File: src/rtl/seg_scan_ctrl.sv
// Multiplexed 7-segment scan controller for NUM_DIGITS hex digits.
// Adds full hex decode, per-digit DP/blank/blink, leading-zero suppression,
// 16-level PWM brightness, a blank guard at the start of each digit slot,
// and a per-frame input snapshot.
module seg_scan_ctrl #(
  parameter int unsigned NUM_DIGITS     = 8,
  parameter int unsigned SCAN_DIV       = 65536,
  parameter int unsigned GUARD          = 256,
  parameter bit          SEG_ACTIVE_LOW = 1'b1,
  parameter bit          AN_ACTIVE_LOW  = 1'b1
) (
  input  logic                          clk,
  input  logic                          rst,
  input  logic [4*NUM_DIGITS-1:0]       digits_i,
  input  logic [NUM_DIGITS-1:0]         dp_i,
  input  logic [NUM_DIGITS-1:0]         blank_mask,
  input  logic [NUM_DIGITS-1:0]         blink_mask,
  input  logic                          blink_phase,
  input  logic                          lz_en,
  input  logic [3:0]                    brightness,
  output logic [7:0]                    seg_out,
  output logic [NUM_DIGITS-1:0]         an_out,
  output logic [$clog2(NUM_DIGITS)-1:0] scan_idx,
  output logic                          frame_tick
);

  localparam int unsigned IW = $clog2(NUM_DIGITS);
  localparam int unsigned CW = $clog2(SCAN_DIV);
  localparam int unsigned W  = (SCAN_DIV - GUARD) / 16;

  // Reject parameter sets that break the slot arithmetic.
  if (NUM_DIGITS < 2 || NUM_DIGITS > 16 || GUARD < 1 || GUARD >= SCAN_DIV ||
      ((SCAN_DIV - GUARD) % 16) != 0) begin : g_param_check
    $error("seg_scan_ctrl: illegal NUM_DIGITS/SCAN_DIV/GUARD combination");
  end

  logic [CW-1:0]                cnt, cnt_nxt;
  logic [IW-1:0]                idx, idx_nxt;
  logic                         snap;
  logic [NUM_DIGITS-1:0][3:0]   sh_digits;
  logic [NUM_DIGITS-1:0]        sh_dp;
  logic [NUM_DIGITS-1:0]        sh_blank;
  logic [NUM_DIGITS-1:0]        sh_blink;
  logic                         sh_lz;
  logic [3:0]                   sh_bright;
  logic [NUM_DIGITS-1:0]        lz_run;
  logic [31:0]                  win_end;
  logic                         win;
  logic [7:0]                   seg_on;
  logic [7:0]                   seg_nxt;
  logic [NUM_DIGITS-1:0]        an_nxt;

  // Active-high {g,f,e,d,c,b,a} pattern for a hex nibble.
  function automatic logic [6:0] hex7(input logic [3:0] h);
    logic [6:0] s;
    case (h)
      4'h0: s = 7'h3F;  4'h1: s = 7'h06;  4'h2: s = 7'h5B;  4'h3: s = 7'h4F;
      4'h4: s = 7'h66;  4'h5: s = 7'h6D;  4'h6: s = 7'h7D;  4'h7: s = 7'h07;
      4'h8: s = 7'h7F;  4'h9: s = 7'h6F;  4'hA: s = 7'h77;  4'hB: s = 7'h7C;
      4'hC: s = 7'h39;  4'hD: s = 7'h5E;  4'hE: s = 7'h79;  default: s = 7'h71;
    endcase
    return s;
  endfunction

  // Slot counter and digit index advance.
  always_comb begin
    cnt_nxt = cnt + CW'(1);
    idx_nxt = idx;
    if (cnt == CW'(SCAN_DIV - 1)) begin
      cnt_nxt = '0;
      idx_nxt = (idx == IW'(NUM_DIGITS - 1)) ? '0 : idx + IW'(1);
    end
  end

  assign snap = (cnt == '0) && (idx == '0);

  // lz_run[i] = shadow nibbles i..NUM_DIGITS-1 are all zero.
  always_comb begin
    logic run;
    run    = 1'b1;
    lz_run = '0;
    for (int i = int'(NUM_DIGITS) - 1; i >= 0; i--) begin
      run       = run & (sh_digits[i] == 4'h0);
      lz_run[i] = run;
    end
  end

  // PWM window: [GUARD, GUARD + (brightness+1)*W).
  assign win_end = GUARD + (32'(sh_bright) + 32'd1) * W;
  assign win     = (32'(cnt) >= GUARD) && (32'(cnt) < win_end);

  // Segment content priority and window gating, in logical (active-high) sense.
  always_comb begin
    seg_on = {sh_dp[idx], hex7(sh_digits[idx])};
    if (sh_blink[idx] && blink_phase) begin
      seg_on = '0;
    end else if (sh_blank[idx]) begin
      seg_on = '0;
    end else if (sh_lz && (idx != '0) && lz_run[idx]) begin
      seg_on = {sh_dp[idx], 7'h00};
    end
    seg_nxt = win ? seg_on : '0;
    an_nxt  = win ? (NUM_DIGITS'(1) << idx) : '0;
  end

  // Scan state and frame snapshot registers.
  always_ff @(posedge clk) begin
    if (rst) begin
      cnt       <= '0;
      idx       <= '0;
      sh_digits <= '0;
      sh_dp     <= '0;
      sh_blank  <= '0;
      sh_blink  <= '0;
      sh_lz     <= 1'b0;
      sh_bright <= '0;
    end else begin
      cnt <= cnt_nxt;
      idx <= idx_nxt;
      if (snap) begin
        sh_digits <= digits_i;
        sh_dp     <= dp_i;
        sh_blank  <= blank_mask;
        sh_blink  <= blink_mask;
        sh_lz     <= lz_en;
        sh_bright <= brightness;
      end
    end
  end

  // Output register with pin polarity applied.
  always_ff @(posedge clk) begin
    if (rst) begin
      seg_out    <= {8{SEG_ACTIVE_LOW}};
      an_out     <= {NUM_DIGITS{AN_ACTIVE_LOW}};
      scan_idx   <= '0;
      frame_tick <= 1'b0;
    end else begin
      seg_out    <= seg_nxt ^ {8{SEG_ACTIVE_LOW}};
      an_out     <= an_nxt ^ {NUM_DIGITS{AN_ACTIVE_LOW}};
      scan_idx   <= idx;
      frame_tick <= snap;
    end
  end

endmodule

File: config.mk
export PLATFORM = sky130hd
export DESIGN_NAME = seg_scan_ctrl
export DESIGN_NICKNAME = d
export VERILOG_FILES = /design/src/rtl/seg_scan_ctrl.sv
export SDC_FILE = /design/constraint.sdc
export NUM_CORES = 1
export LEC_CHECK = 0
export BUFFER_PORTS_ARGS = -buffer_cell sky130_fd_sc_hd__buf_2
export CELL_PAD_IN_SITES_DETAIL_PLACEMENT = 2
export CELL_PAD_IN_SITES_GLOBAL_PLACEMENT = 2
export CORE_ASPECT_RATIO = 0.5
export CORE_MARGIN = 4
export CORE_UTILIZATION = 36
export CTS_BUF_LIST = sky130_fd_sc_hd__clkbuf_8
export CTS_CLUSTER_SIZE = 24
export DETAILED_ROUTE_END_ITERATION = 8
export HOLD_SLACK_MARGIN = 0.08
export PLACE_DENSITY_LB_ADDON = 0.1
export SLEW_MARGIN = 25
export SYNTH_ARGS = -nofsm -noshare
export SYNTH_HDL_FRONTEND = slang
export SYNTH_SLANG_ARGS = --single-unit
File: constraint.sdc
create_clock -name clk -period 8.4 [get_ports clk]
set_clock_uncertainty 0.1 [all_clocks]
set_input_delay 0.42 -clock clk [delete_from_list [all_inputs] [get_ports clk]]
set_output_delay 0.42 -clock clk [all_outputs]
set_load 0.1 [all_outputs]
* Word-level counts from Yosys, hierarchy flattened *
Memory sizes are Yosys's and may differ from the RTL's.
Index checks and enable logic that the tools add are counted.

word-level totals
  input port bits = 64
  output and inout port bits = 20
  register bits after elaboration = 100
  ROM bits = 112
  memories kept = 1
  logic and storage cells = 73

cells by class
  shift-type cells = 1
  equality and inequality tests = 2
  multiplexer cells = 16
  bitwise gates (word level) = 9
  reductions and logical operators = 17
  $mul = 1
  add/sub/neg operators = 4
  $lt $le $gt $ge = 3

memory list
  name              depth  bits a word  read ports  clocked after memory_dff  wr ports  line  RTL
  (name not given)  16     7            1           0                         0         56    case (h)

operator list
  kind                   number
  $logic_not 4->1        8
  $mux 8                 4
  $add 9x17->18 const A  1
  $lt 16x18->1           1
  $add 16x1->16 const B  1
  $eq 16x16->1 const B   1
  $ge 16x9->1 const B    1
  $logic_not 16->1       1
  $not 8->8              2
  $mul 5x8->13 const B   1
  $bmux 1 s3             4
  $bmux 4 s3             1
  $shl 1x3->8 const A    1
  $and 1x1->1            7
  $mux 7                 1
  $add 4x1->5 const B    1
  $logic_and 1x1->1      5
  $lt 3x4->1 const B     1
  $mux 1                 4
  $mux 4                 1
  $add 3x1->3 const B    1
  $eq 3x3->1 const B     1
  $logic_not 3->1        1
  $mux 3                 1
  2 further kinds        2

* Depth between registers and ports, before layout *
Gate-level depths: netlist (run 1).

  word-level depth = 16
  depth in mapped cells = 26
  depth with buffers taken out = 25

* Least setup slack after synthesis (run 1) *
Ideal clock, no wire load.

  path type = register to register
  start = register sh_bright[0]
  end = register seg_out[4]
  data arrival time = 5.878 ns
  setup time = 0.130 ns
  buffers on the path = 1
  required time = 8.170 ns
  clock period less this slack = 6.108 ns
  stages on the path, launching flop included = 25
  setup slack = 2.292 ns
  cells stage by stage = dfxtp_1 -> ha_1 -> and3_1 -> inv_1 -> fa_1 -> inv_1 -> fa_1 -> fa_1 -> inv_1 -> ha_1 -> a211oi_2 -> nor2_1 -> xnor2_1 -> nor4_1 -> and2_1 -> a211oi_1 -> nand2b_1 -> ha_1 -> or3_1 -> o211ai_1 -> o211a_1 -> a311oi_2 -> mux2i_4 -> buf_8 -> nand2_2

between the ends
  word-level cells in the longest chain between the ends = 7

ends and longest elaborated chain
  what                    line  RTL
  from (decl)             45    logic [3:0] sh_bright;
  from (signal assigned)  126   sh_bright <= brightness;
  $add 4x1->5             89    assign win_end = GUARD + (32'(sh_bright) + 32'd1) * W;
  $mul 5x8->13            89
  $add 9x17->18           89
  $lt 16x18->1            90    assign win = (32'(cnt) >= GUARD) && (32'(cnt) < win_end);
  $logic_and 1x1->1       90
  $mux 8                  102   seg_nxt = win ? seg_on : '0;
  $not 8->8 (no line)     n/a
  to (signal assigned)    134   seg_out <= {8{SEG_ACTIVE_LOW}};
  to (signal assigned)    139   seg_out <= seg_nxt ^ {8{SEG_ACTIVE_LOW}};
  to (decl)               21    output logic [7:0] seg_out,

Every way passes these cells.
A chain may end at the register's enable or synchronous reset.

* Worst setup path in the final report (run 1) *
  start = register sh_bright[0]
  end = register seg_out[5]

The elaborated chain is that of the path after synthesis.

==> results by group, run 1 <==
Logic synthesis
  • Ys flop type: dfxtp_1
  • Post-synth EDFFs: 0
  • Syn Nets: roughly 800
  • Unique masters post-synth: 60
  • Number of synthesis warnings: 0
  • Asr flop ratio synth: 0
  • Synth Area per Inst: 8.596 sq um
  • Post-synthesis instance total: 680
  • Top cell type's share of synthesized area: 0.3425
  • Synth top area cells: dfxtp_1, ha_1, nand2_1
  • Syn Std Cell Area: a little under 6000 sq um
  • Register area share after synthesis: 0.3425
  • Cell taking the most area after synthesis: dfxtp_1
  • #FFs+latches synth: 100

Global route
  • First-pass GRT wire length: 27480 um
  • Gr ovfl total: 0
  • Vias in the first global route: 5299
  • Largest net degree at the start of global routing: just over 80
  • Overall Global Routing Usage: 0.1800
  • Initial antenna violation count: 0

Clocking
  • Worst skew pair latency: ~0.37 ns
  • Setup bufs post-CTS: 0
  • CTS max path bufs: 2
  • TritonCTS clock tree: built
  • CTS Buf Count: 9
  • H-tree levels: 3
  • Clk sinks: 100
  • Hold buffers post-CTS: 0
  • Reg clk slew, reported paths: 0.11 ns
  • Post-CTS resize count: 0
  • Root Buffer: clkbuf_8

Place
  • Routability cong.: 0.7931
  • Detailed placer's ending HPWL: ~12000 um
  • PortBufs: 83

Drt
  • Post-DR wirelength/cell: roughly 17 um
  • Initial DRT Pass Iterations: 4
  • Drt initial violations: 188
  • DR DRC count: 0
  • Via count: 4910
  • Drt total wl: 16600 um
  • Number of routed nets with antenna violations: 0
  • Vias per cell: approximately 5.1

Floorplan
  • Initial Util: 0.3734
  • Ports: 84
  • Overall die width: around 190 um
  • Core area: 15660 sq um
  • Total die area: between 15000 and 20000 sq um
  • Num rows: 32
  • Die Ht: approximately 100 um

Power and ir drop
  • Cell leakage power: 2.799 nW
  • Pwr Total: 1.412 mW
  • Max IR drop VDD: 0.08034 mV
  • Power per cell area: around 210 nW/um^2

STA
  • Post-layout min period: 7.184 ns
  • Sum Neg Setup Slack: 0 ns
  • Slew HR: 0.3627
  • RSZ-0062 raised after global routing: false
  • Least-Margin Pin Slew: 0.9546 ns
  • Max Slew Vio Count: 0
  • Tcrit/Tclk final: 0.8552
  • Max Clk Rate: about 140 MHz
  • Final Hold Fails: 0
  • Final Setup Violations: 0

Finish
  • Layout cell share with drive strength beyond 1: 0.1925
  • Area grow syn2layout: 12.52%
  • Inserted Diodes: 0
  • Filler Cell Count: 1817
  • Fin nets: 869

Run status
  • Status: finished clean

Setup path
  • Critical path fanouts, max: 16
  • Crit. End Element: flop
  • Startpoint type of the worst setup path: flop
  • Setup CP Type: reg2reg
  • Crit path required time: 8.52 ns
  • Flop2flop setup slack: 1.22 ns
  • Worst Path Arrival: 7.31 ns

Worst hold path
  • Worst hold path class: in2reg

Run
  • Number of max-cap violations: 0
state kept, by name, indices dropped and copies added, names as in the netlist:
signal / cells
sh_dp: 8
sh_digits: 32
scan_idx: 3
sh_bright: 4
an_out: 8
sh_blink: 8
sh_blank: 8
cnt: 16
frame_tick: 1
seg_out: 8
idx: 3
sh_lz: 1
final timing paths:
kind,from,end,cells after the start
setup / recovery,sh_bright[0],seg_out[5],23
hold / removal,dp_i[6],sh_dp[6],3
setup reg to reg,sh_bright[0],seg_out[5],23
hold reg to reg,sh_dp[4],sh_dp[4],2
cell families after synthesis:
group	after synthesis	synth area share
DFF	100	0.3425
AOI/OAI and AO/OA	121	0.1295
muxes	21	0.06828
xor gates and xnor gates	25	0.03746
and+or+nand+nor	282	0.2224
adders and majority gates	62	0.1468
buffers and inverters	69	0.05308
cell usage after synthesis, drive strengths merged, types with 9 or more instances:
library cell	n
buf	15
fa	11
a211oi	9
inv	35
nor3	10
xnor2	15
o21ai	9
clkbuf	19
ha	51
nor4	9
mux4	14
nand3	13
nand2	164
nor2	40
a21oi	78
dfxtp	100
xor2	10
where the power goes:
part / internal [mW] / switching [mW]
clock network: 0.112 / 0.181
logic: 0.232 / 0.360
registers: 0.503 / 0.0238
final cells by class:
cell class	count	area, sq um	share of cell area
Clock buffer	9	123.9	0.01883
Clock inverter	7	60.06	0.009131
Inverter	35	131.4	0.01997
Multi-Input combinational cell	511	3546	0.5391
Sequential cell	100	2002	0.3044
Tap cell	221	276.5	0.04204
Timing Repair Buffer	86	437.9	0.06658
per-layer routing:
metal / GRT usage / share of wire / routed length [um]
met5: 0 / 0 / 0
met4: 0.02424 / 0.0054 / 90
met3: 0.03107 / 0.026 / 430
met2: 0.3278 / 0.50 / 8287
met1: 0.2304 / 0.47 / 7790
layout by cell type (no fill, tap or decap), types with 11 or more instances in the layout:
cell type	Yosys	routed
nand2_1	154	154
dfxtp_1	100	100
buf_2	8	83
a21oi_1	78	78
ha_1	51	51
nor2_1	40	39
inv_1	35	35
xnor2_1	15	15
mux4_2	14	14
nand3_1	13	12
fa_1	11	11
worst max-delay path: stages, from the launching register on:
cell      delay [ns]
dfxtp_1         0.75
nand3_1         0.21
xnor2_1         0.35
inv_1           0.18
fa_1            0.57
inv_1           0.12
fa_1            0.52
fa_1            0.51
inv_1           0.04
ha_1            0.35
a211oi_2        0.33
nor2_1          0.14
xnor2_1         0.22
nor4_1          0.43
and2_1          0.24
a211oi_1        0.09
nand2b_1        0.18
ha_1            0.21
or3_1           0.35
o211ai_1        0.10
o211a_1         0.20
a311oi_2        0.06
mux2i_4         0.62
nand3b_1        0.16
through the flow:
stage | setup slack (ns) | util | instance area [sq um] | hold WS, ns | instances
after floorplan | 2.292 | - | 5846 | 0.3256 | 680
final | 1.216 | 0.4202 | 6578 | 0.1757 | 969
after global routing | 0.5833 | 0.4202 | 6578 | 0.1587 | 969
after CTS | 1.051 | 0.4200 | 6575 | 0.1583 | 969
after global placement | 1.586 | 0.4080 | 6387 | 0.3383 | 953
after detailed placement | 1.077 | 0.4082 | 6391 | 0.3492 | 953
No activity file was read; power rests on OpenSTA's default activity.
==> run 2: changes to the inputs <==
--- a/config.mk
+++ b/config.mk
@@ -14,6 +14,7 @@
 export CTS_BUF_LIST = sky130_fd_sc_hd__clkbuf_8
 export CTS_CLUSTER_SIZE = 24
 export DETAILED_ROUTE_END_ITERATION = 8
+export GPL_TIMING_DRIVEN = 0
 export HOLD_SLACK_MARGIN = 0.08
 export PLACE_DENSITY_LB_ADDON = 0.1
 export SLEW_MARGIN = 25
==> run 2 against run 1 <==
Die area unchanged. Final cell count increased by 3.1%. Clock power increased by 4%. Largest cell class unchanged. Clock-buffer cell count unchanged.
==> results by group, run 2 (synthesis results as in run 1) <==
STA
  • Post-layout min period: 7.169 ns (-0.01496 ns)
  • Final WS setup: 1.231 ns (+0.01496 ns)
  • Final Hold Fails: 0 (unchanged)
  • Hold_ws: 0.1932 ns (+0.01746 ns)
  • Max Slew Vio Count: 0 (unchanged)
  • Tcrit/Tclk final: 0.8535 (-0.001781)
  • Max Clk Rate: 139.5 MHz (+0.21%)
  • Slew HR: 0.4228 (+0.06012)
  • Final Setup Violations: 0 (unchanged)
  • Least-Margin Pin Slew: 0.8546 ns (-0.1001 ns)
  • Sum Neg Setup Slack: 0 ns (unchanged)
  • RSZ-0062 raised after global routing: false

Drt
  • Via count: 5126 (+4.4%)
  • DR DRC count: 0 (unchanged)
  • Drt total wl: 17800 um (+7.2%)
  • Vias per cell: 5.131 (+1.3%)
  • Number of routed nets with antenna violations: 0 (unchanged)
  • Drt initial violations: 259 (+38%)
  • Post-DR wirelength/cell: 17.82 um (+4.0%)
  • Initial DRT Pass Iterations: 4 (unchanged)

Setup path
  • Kind of cell adding the most delay to the critical path: adder cells
  • Buf/Inv on CP: 4 (+1)
  • CP max-delay cell: dfxtp_1
  • Max incr delay on CP: 0.76 ns (about the same)
  • Crit path required time: 8.53 ns (about the same)
  • Worst Path Arrival: 7.30 ns (about the same)
  • Startpoint type of the worst setup path: flop
  • Critical path fanouts, max: 12 (-4)
  • Flop2flop setup slack: 1.23 ns (about the same)
  • Crit. End Element: flop
  • Critical path cell sequence: nand3_1, xnor2_1, inv_1, fa_1, inv_1, fa_1, fa_1, inv_1, ha_1, nand2_1, o31ai_2, xnor2_1, nor4_1, and2_1, a211oi_1, nand2b_1, ha_1, or3_1, o211ai_1, o211a_1, a311oi_2, mux2i_4, buf_8, nand2_2
  • Setup CP Type: reg2reg

Clocking
  • Hold buffers post-CTS: 0 (unchanged)
  • Root Buffer: clkbuf_8
  • H-tree levels: 3 (unchanged)
  • Clk sinks: 100 (unchanged)
  • CTS max path bufs: 2 (unchanged)
  • Reg clk slew, reported paths: 0.10 ns (about the same)
  • CTS Buf Count: 9 (unchanged)
  • Setup bufs post-CTS: 0 (unchanged)
  • TritonCTS clock tree: built
  • Worst skew pair latency: 0.36 ns (about the same)
  • Post-CTS resize count: 0 (unchanged)

Finish
  • Commonest non-fill, non-tap cell in the layout: nand2_1
  • Final core occ: 0.4295 (+0.009351)
  • Filler Cell Count: 1828 (+0.61%)
  • Largest registers ranked by flip-flop count: sh_digits x32, cnt x16
  • Max reg flops: 32 (unchanged)
  • Inserted Diodes: 0 (unchanged)
  • Fin nets: 899 (+3.5%)
  • Layout cell share with drive strength beyond 1: 0.1941 (+0.001574)
  • Commonest non-fill, non-tap cells in the layout: nand2_1, dfxtp_1, buf_2
  • Area grow syn2layout: 15.03%
  • Register with the most flip-flops: sh_digits

Run
  • Number of max-cap violations: 0 (unchanged)

Global route
  • Largest net degree at the start of global routing: 17 (-79%)
  • Initial antenna violation count: 0 (unchanged)
  • First-pass GRT wire length: 29490 um (+7.3%)
  • Vias in the first global route: 5824 (+9.9%)
  • Gr ovfl total: 0 (unchanged)
  • Overall Global Routing Usage: 0.1958 (+0.01581)

Floorplan
  • Total die area: 18460 sq um (unchanged)
  • Overall die width: 188.2 um (unchanged)
  • Core area: 15660 sq um (unchanged)
  • Die Ht: 98.11 um (unchanged)
  • Ports: 84 (unchanged)
  • Initial Util: 0.3734 (unchanged)
  • Num rows: 32 (unchanged)

Power and ir drop
  • Max IR drop VDD: 0.09656 mV (+20%)
  • Sw Share: 0.3895 (-0.01040)
  • Comb power frac: 0.421 (+0.002)
  • Cell internal pwr: 0.8775 mW (+3.5%)
  • Sequential share of power: 0.366 (-0.007)
  • Net Sw Power: 0.5599 mW (-0.87%)
  • Power per cell area: 213.8 nW/um^2 (-0.44%)
  • Clock power frac: 0.212 (+0.004)
  • Pwr Total: 1.437 mW (+1.8%)
  • Cell leakage power: 2.880 nW (+2.9%)

Run status
  • Status: finished clean

Worst hold path
  • Worst hold path class: in2reg

Place
  • Detailed placer's ending HPWL: 14300 um (+15%)
  • PortBufs: 82 (-1.2%)
  • Routability cong.: 0.8138 (+2.6%)
  • Pre-CTS setup slack: 1.146 ns (+0.06897 ns)
[run 2: changes by cell type in the layout (fill, tap and decap cells not counted), sizes merged]
cell | previous run | this run
buf | 86 | 97
clkbuf | 9 | 28
clkinvlp | 2 | 0
inv | 37 | 35
bufinv | 0 | 1
clkinv | 3 | 6
[run 2: power by group through the flow]
stage,clock [mW],sequential (mW),combinational [mW]
after floorplan,0,0.532,0.451
after global placement,0,0.537,0.572
after detailed placement,0,0.538,0.607
after CTS,0.315,0.527,0.614
after global routing,0.339,0.531,0.696
final,0.305,0.526,0.606
[run 2: layout make-up]
cell class | count | area (sq um) | area share
well taps | 221 | 276.5 | 0.04112
repair buffers | 82 | 410.4 | 0.06103
flip-flops and latches | 100 | 2002 | 0.2977
multi-input cells | 511 | 3533 | 0.5255
clock buffers | 9 | 123.9 | 0.01842
inverters | 35 | 131.4 | 0.01954
plain buffers | 34 | 178.9 | 0.02661
clock inverters | 7 | 67.56 | 0.01005
[run 2: through the flow]
stage | area [sq um] | std cells
5_1_grt | 6724 | 999
2_1_floorplan | 5846 | 680
6_report | 6724 | 999
4_1_cts | 6724 | 999
3_3_place_gp | 6533 | 983
3_5_place_dp | 6533 | 983
[run 2: path summary, 6_finish.rpt]
| kind | endpoint | start | depth (start not counted) |
|---|---|---|---|
| worst min-delay path | sh_dp[2] | dp_i[2] | 3 |
| worst max register to register | an_out[2] | sh_bright[0] | 24 |
| worst max-delay path | an_out[2] | sh_bright[0] | 24 |
| worst min register to register | sh_blank[4] | sh_blank[4] | 2 |
[run 2: worst register-to-register path, stage by stage (launching register included)]
cell and delay [ns]:
dfxtp_1 0.76, nand3_1 0.18, xnor2_1 0.40, inv_1 0.19
fa_1 0.56, inv_1 0.12, fa_1 0.60, fa_1 0.55
inv_1 0.07, ha_1 0.43, nand2_1 0.10, o31ai_2 0.35
xnor2_1 0.14, nor4_1 0.35, and2_1 0.22, a211oi_1 0.07
nand2b_1 0.18, ha_1 0.21, or3_1 0.36, o211ai_1 0.12
o211a_1 0.24, a311oi_2 0.07, mux2i_4 0.40, buf_8 0.22
nand2_2 0.06
[run 2: per-layer routing]
| metal | wire (um) | track usage | vias up |
|---|---|---|---|
| li1 | - | - | 2507 |
| met1 | 8118 | 0.2504 | 2534 |
| met2 | 8954 | 0.3547 | 73 |
| met3 | 596 | 0.03357 | 12 |
| met4 | 133 | 0.03157 | 0 |
| met5 | 0 | 0 | - |
